--- config.mk ---
export PLATFORM = sky130hd
export DESIGN_NAME = mem_bus_arbiter
export DESIGN_NICKNAME = d
export VERILOG_FILES = /design/src/rtl/mem_bus_arbiter.sv
export SDC_FILE = /design/constraint.sdc
export NUM_CORES = 1
export LEC_CHECK = 0
export ABC_AREA = 1
export BUFFER_PORTS_ARGS = -buffer_cell sky130_fd_sc_hd__buf_4
export CAP_MARGIN = 20
export CORE_MARGIN = 4
export CORE_UTILIZATION = 35
export DETAILED_ROUTE_END_ITERATION = 10
export PLACE_DENSITY_LB_ADDON = 0.05
export SYNTH_ARGS = -nofsm -noshare
export SYNTH_HDL_FRONTEND = slang
export SYNTH_SLANG_ARGS = --single-unit
export TNS_END_PERCENT = 100
--- constraint.sdc ---
create_clock -name clk -period 1.56 [get_ports clk]
set_input_delay 0.312 -clock clk [delete_from_list [all_inputs] [get_ports clk]]
set_output_delay 0.312 -clock clk [all_outputs]
set_load 0.05 [all_outputs]
--- src/rtl/mem_bus_arbiter.sv ---
// Two-master arbiter for the shared 8-bit data / 16-bit address memory bus, with
// round-robin or fixed priority and a watchdog that aborts a stalled access.
module mem_bus_arbiter #(
    parameter int unsigned RR      = 1,
    parameter int unsigned TIMEOUT = 255
) (
    input  logic        clk,
    input  logic        rst_n,

    input  logic [15:0] m0_addr,
    input  logic [7:0]  m0_wdata,
    input  logic        m0_read,
    input  logic        m0_write,
    output logic [7:0]  m0_rdata,
    output logic        m0_ready,
    output logic        m0_err,

    input  logic [15:0] m1_addr,
    input  logic [7:0]  m1_wdata,
    input  logic        m1_read,
    input  logic        m1_write,
    output logic [7:0]  m1_rdata,
    output logic        m1_ready,
    output logic        m1_err,

    output logic [15:0] mem_addr,
    output logic [7:0]  mem_wdata,
    output logic        mem_read,
    output logic        mem_write,
    input  logic [7:0]  mem_rdata,
    input  logic        mem_ready,

    output logic [1:0]  grant,
    output logic        busy,
    output logic        timeout_err
);

    typedef enum logic [1:0] {StIdle, StAccess, StResp} state_e;

    localparam logic [7:0] CntLast    = 8'(TIMEOUT - 1);
    localparam bit         RoundRobin = (RR != 0);

    state_e      state_q, state_d;
    logic        last_grant_q, last_grant_d;
    logic [7:0]  cnt_q, cnt_d;
    logic [1:0]  grant_q, grant_d;
    logic        busy_q, busy_d;
    logic [15:0] mem_addr_q, mem_addr_d;
    logic [7:0]  mem_wdata_q, mem_wdata_d;
    logic        mem_read_q, mem_read_d;
    logic        mem_write_q, mem_write_d;
    logic [7:0]  m0_rdata_q, m0_rdata_d;
    logic [7:0]  m1_rdata_q, m1_rdata_d;
    logic        m0_ready_q, m0_ready_d;
    logic        m1_ready_q, m1_ready_d;
    logic        m0_err_q, m0_err_d;
    logic        m1_err_q, m1_err_d;
    logic        timeout_err_q, timeout_err_d;

    logic        req0, req1, pick_m1, pick_wr;

    // last_grant_q = 1 means master 1 was served last, so master 0 wins the next tie.
    always_comb begin
        req0 = m0_read | m0_write;
        req1 = m1_read | m1_write;
        if (req0 && req1) begin
            pick_m1 = RoundRobin ? ~last_grant_q : 1'b0;
        end else begin
            pick_m1 = req1;
        end
        pick_wr = pick_m1 ? m1_write : m0_write;
    end

    always_comb begin
        state_d       = state_q;
        last_grant_d  = last_grant_q;
        cnt_d         = cnt_q;
        grant_d       = grant_q;
        busy_d        = busy_q;
        mem_addr_d    = mem_addr_q;
        mem_wdata_d   = mem_wdata_q;
        mem_read_d    = mem_read_q;
        mem_write_d   = mem_write_q;
        m0_rdata_d    = m0_rdata_q;
        m1_rdata_d    = m1_rdata_q;
        m0_ready_d    = 1'b0;
        m1_ready_d    = 1'b0;
        m0_err_d      = 1'b0;
        m1_err_d      = 1'b0;
        timeout_err_d = 1'b0;

        unique case (state_q)
            StIdle: begin
                if (req0 || req1) begin
                    grant_d      = pick_m1 ? 2'b10 : 2'b01;
                    last_grant_d = pick_m1;
                    mem_addr_d   = pick_m1 ? m1_addr : m0_addr;
                    mem_wdata_d  = pick_m1 ? m1_wdata : m0_wdata;
                    mem_write_d  = pick_wr;
                    mem_read_d   = ~pick_wr;
                    cnt_d        = 8'd0;
                    busy_d       = 1'b1;
                    state_d      = StAccess;
                end
            end
            StAccess: begin
                if (mem_ready) begin
                    mem_read_d  = 1'b0;
                    mem_write_d = 1'b0;
                    if (grant_q[1]) begin
                        m1_rdata_d = mem_rdata;
                        m1_ready_d = 1'b1;
                    end else begin
                        m0_rdata_d = mem_rdata;
                        m0_ready_d = 1'b1;
                    end
                    state_d = StResp;
                end else if (cnt_q == CntLast) begin
                    mem_read_d    = 1'b0;
                    mem_write_d   = 1'b0;
                    timeout_err_d = 1'b1;
                    if (grant_q[1]) begin
                        m1_rdata_d = 8'hFF;
                        m1_ready_d = 1'b1;
                        m1_err_d   = 1'b1;
                    end else begin
                        m0_rdata_d = 8'hFF;
                        m0_ready_d = 1'b1;
                        m0_err_d   = 1'b1;
                    end
                    state_d = StResp;
                end else begin
                    cnt_d = cnt_q + 8'd1;
                end
            end
            StResp: begin
                grant_d = 2'b00;
                busy_d  = 1'b0;
                state_d = StIdle;
            end
            default: begin
                grant_d = 2'b00;
                busy_d  = 1'b0;
                state_d = StIdle;
            end
        endcase
    end

    always_ff @(posedge clk or negedge rst_n) begin
        if (!rst_n) begin
            state_q       <= StIdle;
            last_grant_q  <= 1'b1;
            cnt_q         <= 8'd0;
            grant_q       <= 2'b00;
            busy_q        <= 1'b0;
            mem_addr_q    <= 16'h0000;
            mem_wdata_q   <= 8'h00;
            mem_read_q    <= 1'b0;
            mem_write_q   <= 1'b0;
            m0_rdata_q    <= 8'h00;
            m1_rdata_q    <= 8'h00;
            m0_ready_q    <= 1'b0;
            m1_ready_q    <= 1'b0;
            m0_err_q      <= 1'b0;
            m1_err_q      <= 1'b0;
            timeout_err_q <= 1'b0;
        end else begin
            state_q       <= state_d;
            last_grant_q  <= last_grant_d;
            cnt_q         <= cnt_d;
            grant_q       <= grant_d;
            busy_q        <= busy_d;
            mem_addr_q    <= mem_addr_d;
            mem_wdata_q   <= mem_wdata_d;
            mem_read_q    <= mem_read_d;
            mem_write_q   <= mem_write_d;
            m0_rdata_q    <= m0_rdata_d;
            m1_rdata_q    <= m1_rdata_d;
            m0_ready_q    <= m0_ready_d;
            m1_ready_q    <= m1_ready_d;
            m0_err_q      <= m0_err_d;
            m1_err_q      <= m1_err_d;
            timeout_err_q <= timeout_err_d;
        end
    end

    assign m0_rdata    = m0_rdata_q;
    assign m0_ready    = m0_ready_q;
    assign m0_err      = m0_err_q;
    assign m1_rdata    = m1_rdata_q;
    assign m1_ready    = m1_ready_q;
    assign m1_err      = m1_err_q;
    assign mem_addr    = mem_addr_q;
    assign mem_wdata   = mem_wdata_q;
    assign mem_read    = mem_read_q;
    assign mem_write   = mem_write_q;
    assign grant       = grant_q;
    assign busy        = busy_q;
    assign timeout_err = timeout_err_q;

endmodule

## Word level (Yosys, flattened, before mapping)

Cells that the tools add are included.

| storage, ports and cells | value |
|---|---|
| input port bits | 63 |
| register bits | 61 |

| cells by class | value |
|---|---|
| bitwise operators | 6 |
| reduce and logical (&&, ||, !) cells | 12 |
| $add $sub $neg | 1 |
| muxes and demuxes | 46 |
| eq/ne operators | 6 |

Operators by type and width:

| cell | number |
|---|---|
| 2-to-1 mux 8 bit | 12 |
| 2-to-1 mux 1 bit | 22 |
| 2-to-1 mux 16 bit | 1 |
| case mux 8 bit (2 select lines) | 1 |
| 2-to-1 mux 2 bit | 5 |
| AND reduction 3 bit | 3 |
| adder 8 x 1 -> 8 bit (second input constant) | 1 |
| == test 8 bit (second input constant) | 1 |
| case mux 2 bit (2 select lines) | 2 |
| inequality test 2 bit (second input constant) | 3 |
| case mux 1 bit (2 select lines) | 3 |
| AND reduction 2 bit | 3 |
| inverter 1 bit | 4 |
| AND reduction 4 bit | 1 |
| nonzero test 2 bit | 2 |
| inequality test 3 bit (second input constant) | 1 |
| == test 2 x 1 -> 1 bit (second input constant) | 1 |
| logical NOT 2 bit | 1 |
| bitwise OR 1 bit | 2 |
| logical AND 1 bit | 1 |
| logical OR 1 bit | 1 |

## Longest topological paths before layout

Gate-level depths: netlist of the first run.

| logic depth | value |
|---|---|
| depth in word-level cells | 7 |
| mapped depth | 9 |
| gate-level depth less buffers | 9 |

## Least setup slack after synthesis of the first run

No wires, ideal clock.

| timing path | value |
|---|---|
| path kind | register to register |
| start point | register cnt_q[0] |
| end point | register m0_rdata_q[0], in the netlist m0_rdata[0] |
| path buffers | 0 |
| stages on the path, launching flop included | 10 |
| data arrival time | 1223 ps |
| required time | 1441 ps |
| setup slack | 218 ps |
| path through | dfrtp_1 -> inv_1 -> ha_1 -> inv_1 -> nor2_2 -> nand3_2 -> nand2_4 -> nand2_2 -> nand2_1 -> nand2_1 |

| on the way | value |
|---|---|
| longest elaborated chain between the ends | 3 |

Ends and longest elaborated chain:

| element | RTL line | text |
|---|---|---|
| from (decl) | 45 | `logic [7:0] cnt_q, cnt_d;` |
| from (signal assigned) | 170 | `cnt_q <= cnt_d;` |
| == test 8 bit | 118 | `end else if (cnt_q == CntLast) begin` |
| nonzero test 2 bit (no source line) | -- |  |
| AND reduction 3 bit (no source line) | -- |  |
| to (signal assigned) | 177 | `m0_rdata_q <= m0_rdata_d;` |
| to (decl) | 52 | `logic [7:0] m0_rdata_q, m0_rdata_d;` |

Every way passes these cells.
A chain may end at the register's enable or synchronous reset.

## Worst setup path after layout of the first run

| timing path | value |
|---|---|
| start point | register cnt_q[0] |
| end point | register m1_rdata_q[3], in the netlist m1_rdata[3] |

| on the way | value |
|---|---|
| longest elaborated chain between the ends | 3 |

Ends and longest elaborated chain:

| element | RTL line | text |
|---|---|---|
| == test 8 bit | 118 |  |
| nonzero test 2 bit (no source line) | -- |  |
| AND reduction 3 bit (no source line) | -- |  |
| to (signal assigned) | 178 | `m1_rdata_q <= m1_rdata_d;` |
| to (decl) | 53 | `logic [7:0] m1_rdata_q, m1_rdata_d;` |

Every way passes these cells.

==> metrics.csv, run 1 <==
metric,value,unit
average cell area after synthesis,8.65,um^2
# rows,32,
router iterations before antenna repair,4,
critical setup path kind,reg -> reg,
fmax,0.676,GHz
Pwr Density,2240,nW/um^2
die area,9510,um^2
post-synthesis cell type count,26,
n_diodes,0,
Layout Utilization,53.2,%
initial antenna violation count,0,
crit share post-route,94.8,%
IO Port Bufs,112,
Synth Cell Area,2800,um^2
worst skew pair latency,330,ps
total global-route track usage,17.0,%
total of max-cap violations,0,
RSZ-0062 raised after global routing,false,
"Data required, critical path",1840,ps
placeable core region,7770,um^2
Initial Util,36.1,%
measured slew at the worst slew-check pin,445,ps
dpl hpwl,5540,um
Clock Skew,5.66,ps
"Design Area, Final",4130,um^2
die width,97.5,um
Startpoint Class,flip-flop,
status,completed,
Via Count,2603,
CTS root buf,clkbuf_8,
setup_tns,0,ps
total power,9.24,mW
P_leak,2.17,nW
WL final,7930,um
GR Overflow Total,0,
Area growth syn-to-layout,47.3,%
Iteration-0 DRC Markers,86,
syn nets,389,
Post-route DRC,0,
"Hold Vio Cnt, Final",0,
slew margin rel.,70.3,%
Top-Level Pins,113,
share of cells above drive strength 1,39.3,%
clk sink count,61,
Final #Nets,528,
Synth Instances,324,
R2R Path Start,cnt_q[0]$_DFFE_PN0P_,
GP Congestion,0.770,
Pins Over Slew Limit,0,
"antenna viol nets, final",0,
CTS tree,built,
r2r setup slk,80,ps
Final min period,1480,ps
clk slew on worst S/H paths,70,ps
hold path depth,3,
vias per cell,4.57,
TritonCTS buffer count,9,
Setup Viol. Count Final,0,
Critical R2R Capture,m1_rdata[3]$_DFFE_PN0P_,
Peak VDD IR,834,uV
Ys Warns,0,
Die Y,97.5,um
Yosys reg bits,61,
dpl cell area,3770,um^2
WHS,179,ps
Hold Path Origin,m0_addr[5],
Fill cells,764,
critical path data arrival time,1760,ps
Avg WL per Cell,13.9,um
pin count of the biggest net entering global routing,30,
clock tree buffer depth,2,
vias in the first global route,2618,
part of the Yosys area used for sequential elements,54.5,%
Hold WC Path Type,in -> reg,
Reg2Reg Depth,10,
CP Capture Type,flip-flop,
first-pass GRT wire length,13100,um
number of H-tree levels,3,
Hold EP,mem_addr[5]$_DFFE_PN0P_,
Worst Path Max Fanout,6,
-- worst max-delay path by stage --
stage / slack (ps) / start / endpoint / cells after the start
2_1_floorplan: 220 / cnt_q[0]$_DFFE_PN0P_ / m0_rdata[0]$_DFFE_PN0P_ / 9
3_3_place_gp: -80 / state_q[0]$_DFFE_PN0P_ / grant[1]$_DFFE_PN0P_ / 5
3_5_place_dp: -110 / state_q[0]$_DFFE_PN0P_ / grant[1]$_DFFE_PN0P_ / 5
4_1_cts: 30 / state_q[0]$_DFFE_PN0P_ / cnt_q[1]$_DFFE_PN0P_ / 7
5_1_grt: 1 / cnt_q[0]$_DFFE_PN0P_ / m1_rdata[3]$_DFFE_PN0P_ / 10
6_report: 80 / cnt_q[0]$_DFFE_PN0P_ / m1_rdata[3]$_DFFE_PN0P_ / 10
-- registers in the layout, summed over array words and instances, names as in the netlist --
| signal | flops |
|---|---|
| mem_wdata | 8 |
| m1_rdata | 8 |
| mem_addr | 16 |
| m0_ready | 1 |
| cnt_q | 8 |
| last_grant_q | 1 |
| state_q | 2 |
| m0_err | 1 |
| timeout_err | 1 |
| m0_rdata | 8 |
| m1_err | 1 |
| mem_write | 1 |
| busy | 1 |
| m1_ready | 1 |
| grant | 2 |
| mem_read | 1 |
-- Yosys cell counts, drive strengths merged --
library cell	n	area share, %
dfstp	1	0.94
ha	2	0.89
a31oi	1	0.22
buf	10	3.9
nor2	13	2.5
nand2	146	21
xnor2	2	0.62
inv	19	2.5
xor2	2	0.62
o21bai	1	0.27
nand3	47	8.6
a21oi	1	0.58
or2	8	1.8
dfrtp	60	54
o21ai	11	2.5
-- per-layer routing --
metal | wire, um | global-route usage [%]
met1 | 3400 | 21.8
met4 | 104 | 4.37
met3 | 493 | 5.67
met2 | 3930 | 27.7
met5 | 0 | 0
-- cells by family after synthesis --
kind of cell    Yosys count  share of synthesized area, %
compound gates           14                          3.57
xor+xnor                  4                          1.25
fa+ha+maj                 2                         0.892
buf+inv                  29                          6.47
flops                    61                          54.5
simple gates            214                          33.3
-- placed cells by master (no fill, tap or decap) --
cell           Yosys  layout
nor2_1             9       8
clkinv_2           0       1
o21ai_4            1       1
buf_4              3     129
o21ai_1            2       2
clkbuf_8           0      11
ha_2               0       1
inv_2              1       2
dfstp_2            1       1
o21ai_0            7       7
nand3_2            1       2
or2_2              8       8
buf_6              6       3
dlygate4sd3_1      0       1
a31oi_1            1       1
buf_12             1       2
ha_1               2       1
nor2_4             2       5
nor2_2             2       1
xor2_1             2       2
nand2_1          139     137
xnor2_1            2       2
nand3_1           46      45
o21bai_1           1       1
nand2_2            5       6
inv_1             18      17
nand2_4            2       4
clkinvlp_4         0       4
dfrtp_1           60      60
o21ai_2            1       1
a21oi_4            1       2
-- report_power, final --
part / switching (mW) / internal, mW / leakage [nW] / total, mW
registers: 0.370 / 2.24 / 0.766 / 2.61
clock network: 0.640 / 0.659 / 0.0836 / 1.30
logic: 3.66 / 1.67 / 1.33 / 5.33
-- worst max-delay path: stages, from the launching register on --
cell     delay [ps]
dfrtp_1         410
inv_1            80
ha_2            170
inv_2            40
nor2_4           90
nand3_2         140
nand2_4         190
buf_6           120
buf_4            90
nand3_2          50
nand2_1          50
-- final cells by class --
cell class	count	area, um^2	share of cell area, %
Timing Repair Buffer	135	1050	25.5
Clock inverter	5	35.0	0.848
Clock buffer	11	151	3.67
Tap cell	102	128	3.09
Multi-Input combinational cell	237	1160	28.2
Inverter	19	71.3	1.73
Sequential cell	61	1530	37.0
-- stage by stage --
stage	cells	setup slack, ps
final	570	81.2
after global routing	570	1.25
after CTS	560	25.8
after detailed placement	541	-107
after global placement	541	-83.2
after floorplan	324	218
-- what timing repair did --
| action | CTS | global route |
|---|---|---|
| buffers inserted | 0 | 9 |
| endpoints found under the hold margin | 26 | 0 |
| pin swaps | 1 | 6 |
| setup endpoints to repair | 28 | 49 |
| gates resized for setup | 3 | 12 |
| cloned | 2 | 1 |
| hold buffers | 1 | 0 |
(Power assumes the default switching activity.)
==> run 2: changes to the inputs <==
--- a/config.mk
+++ b/config.mk
@@ -12,6 +12,7 @@
 export CORE_UTILIZATION = 35
 export DETAILED_ROUTE_END_ITERATION = 10
 export PLACE_DENSITY_LB_ADDON = 0.05
+export SETUP_SLACK_MARGIN = 0.5
 export SYNTH_ARGS = -nofsm -noshare
 export SYNTH_HDL_FRONTEND = slang
 export SYNTH_SLANG_ARGS = --single-unit
==> run 2 against run 1 <==
Net effect: combinational power is 31% higher; register-to-register slack better by 50 ps; sequential power is 5% higher; worst hold slack worse by 8.9 ps; fmax is 3.6% higher; non-clock buffer count is 29 higher; first-iteration DRC count is 42% lower; die area stayed put; setup slack better by 51 ps; wire length is 10% higher.
==> metrics.csv, run 2 (synthesized netlist as in run 1, its figures left out) <==
metric,value,unit,change
pre-CTS WS,-51.4,ps,+56.0 ps
die width,97.5,um,unchanged
Worst Path Max Fanout,6,,unchanged
placeable core region,7770,um^2,unchanged
Avg WL per Cell,14.5,um,+4.5%
Peak VDD IR,1130,uV,+36%
critical path data arrival time,1710,ps,-50 ps
Startpoint Class,flip-flop,,
TritonCTS buffer count,9,,unchanged
total global-route track usage,18.4,%,+1.3 points
Pwr Density,2260,nW/um^2,+1.2%
Switching Share,46.2,%,-4.4 points
most frequent cells in the layout,"117 x nand2_1, 98 x buf_4, 58 x dfrtp_1",,
status,completed,,
Final #Nets,558,,+5.7%
Area growth syn-to-layout,78.4,%,
Worst Slack Setup Final,133,ps,+51.4 ps
# rows,32,,unchanged
switching pwr,5.23,mW,+12%
die area,9510,um^2,unchanged
"Hold Vio Cnt, Final",0,,unchanged
dpl hpwl,5380,um,-3.0%
initial antenna violation count,0,,unchanged
setup_tns,0,ps,unchanged
worst skew pair latency,340,ps,about the same
WL final,8720,um,+10%
IO Port Bufs,112,,unchanged
n_diodes,0,,unchanged
"antenna viol nets, final",0,,unchanged
Post-route DRC,0,,unchanged
router iterations before antenna repair,4,,unchanged
Iteration-0 DRC Markers,50,,-42%
r2r setup slk,130,ps,+50 ps
Comb power frac,61.6,%,+3.9 points
pin count of the biggest net entering global routing,32,,+6.7%
GP Congestion,0.765,,-0.75%
fmax,0.701,GHz,+3.6%
measured slew at the worst slew-check pin,500,ps,+54.9 ps
WHS,170,ps,-8.95 ps
Initial Util,36.1,%,unchanged
share of cells above drive strength 1,51.0,%,+12 points
Final min period,1430,ps,-51.4 ps
"Data required, critical path",1840,ps,about the same
Clk pwr share,14.2,%,about the same
Clock Skew,9.80,ps,+4.13 ps
first-pass GRT wire length,13900,um,+6.8%
RSZ-0062 raised after global routing,true,,
sequential share of power,24.2,%,-4.0 points
Pins Over Slew Limit,0,,unchanged
Setup Viol. Count Final,0,,unchanged
max FFs per register,16,,unchanged
number of H-tree levels,3,,unchanged
vias in the first global route,2822,,+7.8%
P_int,6.10,mW,+34%
total of max-cap violations,0,,unchanged
Die Y,97.5,um,unchanged
Fill cells,652,,-15%
vias per cell,4.68,,+2.6%
GR Overflow Total,0,,unchanged
"commonest non-fill, non-tap cell in the layout",nand2_1,,
Via Count,2810,,+8.0%
clk sink count,61,,unchanged
slew margin rel.,66.6,%,-3.7 points
critical setup path kind,reg -> reg,,
Hold WC Path Type,in -> reg,,
Layout Utilization,64.4,%,+11 points
clk slew on worst S/H paths,70,ps,about the same
clock tree buffer depth,2,,unchanged
CTS root buf,clkbuf_8,,
CTS tree,built,,
P_leak,2.61,nW,+20%
CP Capture Type,flip-flop,,
crit share post-route,91.5,%,-3.3 points
Top-Level Pins,113,,unchanged
-- run 2: changes by cell type in the layout (fill, tap and decap cells not counted), moves of 3 or more --
cell,previous run,this run
nand2_2,6,9
buf_6,3,54
nand2_4,4,17
clkinvlp_4,4,0
nand3_1,45,31
nand2_8,0,4
buf_4,129,98
nand2_1,137,117
buf_12,2,9
nand3_2,2,15
-- run 2: metal layers --
metal / share of wire (%) / wire length [um] / global-route usage [%] / vias to the layer above
met2: 50 / 4380 / 29.6 / 74
li1: - / - / - / 1377
met1: 43 / 3770 / 24.2 / 1348
met5: 0 / 0 / 0 / -
met3: 5.1 / 445 / 4.81 / 11
met4: 1.4 / 120 / 5.75 / 0
-- run 2: area by class of cell --
class	instances	area [um^2]	share of cell area, %
inverters	19	73.8	1.48
clock buffers	12	155	3.10
multi-input cells	238	1460	29.2
well taps	102	128	2.55
flip-flops and latches	61	1530	30.6
clock inverters	4	70.1	1.40
repair buffers	164	1590	31.7
-- run 2: path summary, 6_finish.rpt --
kind / startpoint / end / depth (start not counted)
min: m0_addr[14] / mem_addr[14]$_DFFE_PN0P_ / 3
min reg2reg: m1_rdata[3]$_DFFE_PN0P_ / m1_rdata[3]$_DFFE_PN0P_ / 2
max: state_q[1]$_DFFE_PN0P_ / mem_addr[9]$_DFFE_PN0P_ / 7
min in group asynchronous: rst_n / m1_ready$_DFF_PN0_ / 2
max reg2reg: state_q[1]$_DFFE_PN0P_ / mem_addr[9]$_DFFE_PN0P_ / 7
max in group asynchronous: rst_n / cnt_q[0]$_DFFE_PN0P_ / 3
-- run 2: power by group through the flow --
stage | logic (mW) | clock network, mW | registers [mW]
final | 6.98 | 1.61 | 2.74
after detailed placement | 4.91 | 0 | 2.68
after CTS | 6.48 | 1.64 | 2.73
after floorplan | 1.61 | 0 | 4.61
after global placement | 4.87 | 0 | 2.68
after global routing | 7.41 | 1.71 | 2.82
-- run 2: through the flow --
| stage | cell area (um^2) | instances | power [mW] |
|---|---|---|---|
| final | 5000 | 600 | 11.3 |
| after global routing | 5000 | 600 | 11.9 |
| after CTS | 4680 | 589 | 10.8 |
| after detailed placement | 3740 | 532 | 7.59 |
| after global placement | 3740 | 532 | 7.55 |
| after floorplan | 2850 | 324 | 6.22 |
-- run 2: timing repair --
action / CTS / global route
pin swaps: 10 / 10
hold buffers: 1 / 0
endpoints found under the setup margin: 110 / 111
hold endpoints to repair: 28 / 0
gates resized for setup: 72 / 51
cloned: 5 / 1
setup buffers: 35 / 10
-- run 2: critical path: stages (launching register included) --
cell and delay, ps:
dfrtp_2 450, nor2_4 190, nand2_8 100, buf_12 140
a21oi_4 170, clkbuf_16 210, nand2_4 50, nand3_2 50
==> run 3: changes to the inputs <==
==> constraint.sdc (replaced) <==
create_clock -name clk -period 1.56 [get_ports clk]
set_input_delay 0.312 -clock clk [delete_from_list [all_inputs] [get_ports clk]]
set_output_delay 0.312 -clock clk [all_outputs]
set_load 0.02 [all_outputs]
==> run 3 against run 2 <==
Net effect: core utilization decreased by 1.1 points; fmax increased by 1.6%; critical endpoint is now m0_rdata[6]$_DFFE_PN0P_; final cell count increased by 0.83%; global-route usage increased by 0.56 points; non-clock buffer count increased by 5; power decreased by 13%; wire length increased by 0.19%; critical path depth increased by 2; clock skew increased by 3.0 ps; first-iteration DRC count increased by 68%.
==> metrics.csv, run 3 (synthesized netlist as in run 1, its figures left out) <==
metric,value,unit,change
die width,97.5,um,unchanged
Pins Over Slew Limit,0,,unchanged
Post-route DRC,0,,unchanged
Hold WC Path Type,in -> reg,,
"Data required, critical path",1790,ps,-50 ps
pin count of the biggest net entering global routing,39,,+22%
dpl hpwl,5370,um,about the same
Clk pwr share,14.5,%,+0.3 points
router iterations before antenna repair,4,,unchanged
P_int,6.01,mW,-1.5%
sequential share of power,27.8,%,+3.6 points
CP Capture Type,flip-flop,,
Worst path slowest cell,dfrtp_1,,
Startpoint Class,flip-flop,,
clk slew on worst S/H paths,70,ps,about the same
Area growth syn-to-layout,75.4,%,
number of H-tree levels,3,,unchanged
fmax,0.712,GHz,+1.6%
GR Overflow Total,0,,unchanged
placeable core region,7770,um^2,unchanged
# rows,32,,unchanged
CTS tree,built,,
P_leak,2.53,nW,-3.2%
Layout Utilization,63.3,%,-1.1 points
"slowest stage delay, CP",380,ps,-70 ps
Setup Viol. Count Final,0,,unchanged
Pwr Density,2010,nW/um^2,-11%
WP buf/inv,2,,unchanged
initial antenna violation count,0,,unchanged
first-pass GRT wire length,14300,um,+2.9%
critical path data arrival time,1630,ps,-80 ps
total of max-cap violations,0,,unchanged
Hold EP,mem_addr[13]$_DFFE_PN0P_,,
Comb power frac,57.8,%,-3.8 points
GP Congestion,0.746,,-2.4%
hold path depth,3,,unchanged
Via Count,2796,,-0.50%
clk sink count,61,,unchanged
Switching Share,39.2,%,-7.0 points
Fill cells,683,,+4.8%
worst skew pair latency,340,ps,about the same
setup_tns,0,ps,unchanged
Iteration-0 DRC Markers,84,,+68%
Die Y,97.5,um,unchanged
die area,9510,um^2,unchanged
crit-path cells,inv_1 -> ha_2 -> inv_2 -> nor2_4 -> nand3_4 -> nand2_8 -> nand2_4 -> nand2_2 -> nand2_1,,
switching pwr,3.87,mW,-26%
most frequent cells in the layout,"114 x nand2_1, 96 x buf_4, 64 x buf_6",,
IO Port Bufs,112,,unchanged
Worst Path Max Fanout,6,,unchanged
WL final,8740,um,+0.19%
"antenna viol nets, final",0,,unchanged
Critical R2R Capture,m0_rdata[6]$_DFFE_PN0P_,,
Peak VDD IR,921,uV,-19%
Top-Level Pins,113,,unchanged
Clock Skew,12.8,ps,+3.02 ps
vias in the first global route,2886,,+2.3%
Multi-input gate area,1360,um^2,-7.2%
critical setup path kind,reg -> reg,,
CTS root buf,clkbuf_8,,
vias per cell,4.62,,-1.3%
crit share post-route,90.1,%,-1.4 points
Reg2Reg Depth,9,,+2
share of cells above drive strength 1,50.3,%,-0.71 points
status,completed,,
RSZ-0062 raised after global routing,true,,
TritonCTS buffer count,9,,unchanged
Final min period,1410,ps,-22.2 ps
Storage cell area,1530,um^2,-0.16%
total power,9.89,mW,-13%
r2r setup slk,150,ps,+20 ps
max FFs per register,16,,unchanged
measured slew at the worst slew-check pin,543,ps,+42.3 ps
Final #Nets,564,,+1.1%
R2R Path Start,cnt_q[0]$_DFFE_PN0P_,,
n_diodes,0,,unchanged
cell family with most CP delay,simple AND/OR/NAND/NOR gates,,
"Hold Vio Cnt, Final",0,,unchanged
slew margin rel.,63.8,%,-2.8 points
"commonest non-fill, non-tap cell in the layout",nand2_1,,
Hold Path Origin,m1_addr[13],,
clock tree buffer depth,2,,unchanged
Initial Util,36.1,%,unchanged
Avg WL per Cell,14.4,um,-0.63%
total global-route track usage,18.9,%,+0.56 points
run 3: changes by cell type in the layout (fill, tap and decap cells not counted), moves of 4 or more:
cell and delta:
buf_12 -4, nand3_2 -8, nand2_2 +16, nand3_1 +8, nand2_4 -9, buf_6 +10
run 3: timing repair:
item | CTS | global route
resized for setup | 101 | 14
hold endpoints to repair | 23 | 0
pin swaps | 13 | 6
endpoints found under the setup margin | 110 | 112
hold buffers | 1 | 0
gates cloned | 7 | 1
buffers inserted | 32 | 15
run 3: area by class of cell:
type                       count  area share, %
tap                          102           2.60
multi-input combinational    239           27.6
sequential                    61           31.1
timing repair buffer         169           33.2
clock buffer                  11           3.08
inverter                      19           1.50
clock inverter                 4          0.967
run 3: power by group through the flow:
stage	Sequential [mW]	Combinational (mW)	Clock, mW
detailed placement	2.63	3.69	0
global route	2.82	6.15	1.55
floorplan	3.30	1.61	0
finish	2.75	5.71	1.43
global placement	2.63	3.64	0
CTS	2.72	5.39	1.47
run 3: how the worst max path moves through the flow:
stage / from / end / slack (ps) / cells after the start
global placement: state_q[1]$_DFFE_PN0P_ / mem_wdata[2]$_DFFE_PN0P_ / 30 / 5
finish: cnt_q[0]$_DFFE_PN0P_ / m0_rdata[6]$_DFFE_PN0P_ / 150 / 9
CTS: cnt_q[0]$_DFFE_PN0P_ / m0_rdata[5]$_DFFE_PN0P_ / 190 / 9
floorplan: cnt_q[0]$_DFFE_PN0P_ / m0_rdata[0]$_DFFE_PN0P_ / 270 / 9
global route: cnt_q[0]$_DFFE_PN0P_ / m0_rdata[5]$_DFFE_PN0P_ / 70 / 9
detailed placement: state_q[1]$_DFFE_PN0P_ / mem_wdata[2]$_DFFE_PN0P_ / -40 / 5
run 3: per-layer routing:
metal  track usage [%]  share of wire, %  wire (um)  vias up
li1                  -                 -          -     1383
met4              7.14               1.7        147        0
met1              24.4                44       3850     1333
met3              4.38               5.1        445       12
met5                 0                 0          0        -
met2              30.9                49       4290       68
run 3: worst min-delay path: stages:
cell and delay [ps]:
buf_4 80, nand2_2 40, nand3_2 40
run 3: through the flow:
stage | setup WS [ps] | instance area (um^2) | hold slack, ps | instances
after floorplan | 268 | 2850 | 16.4 | 324
after global placement | 33.5 | 3770 | 237 | 534
after detailed placement | -39.8 | 3770 | 241 | 534
after CTS | 191 | 4750 | 157 | 589
after global routing | 74.9 | 4920 | 156 | 605
final | 155 | 4920 | 172 | 605
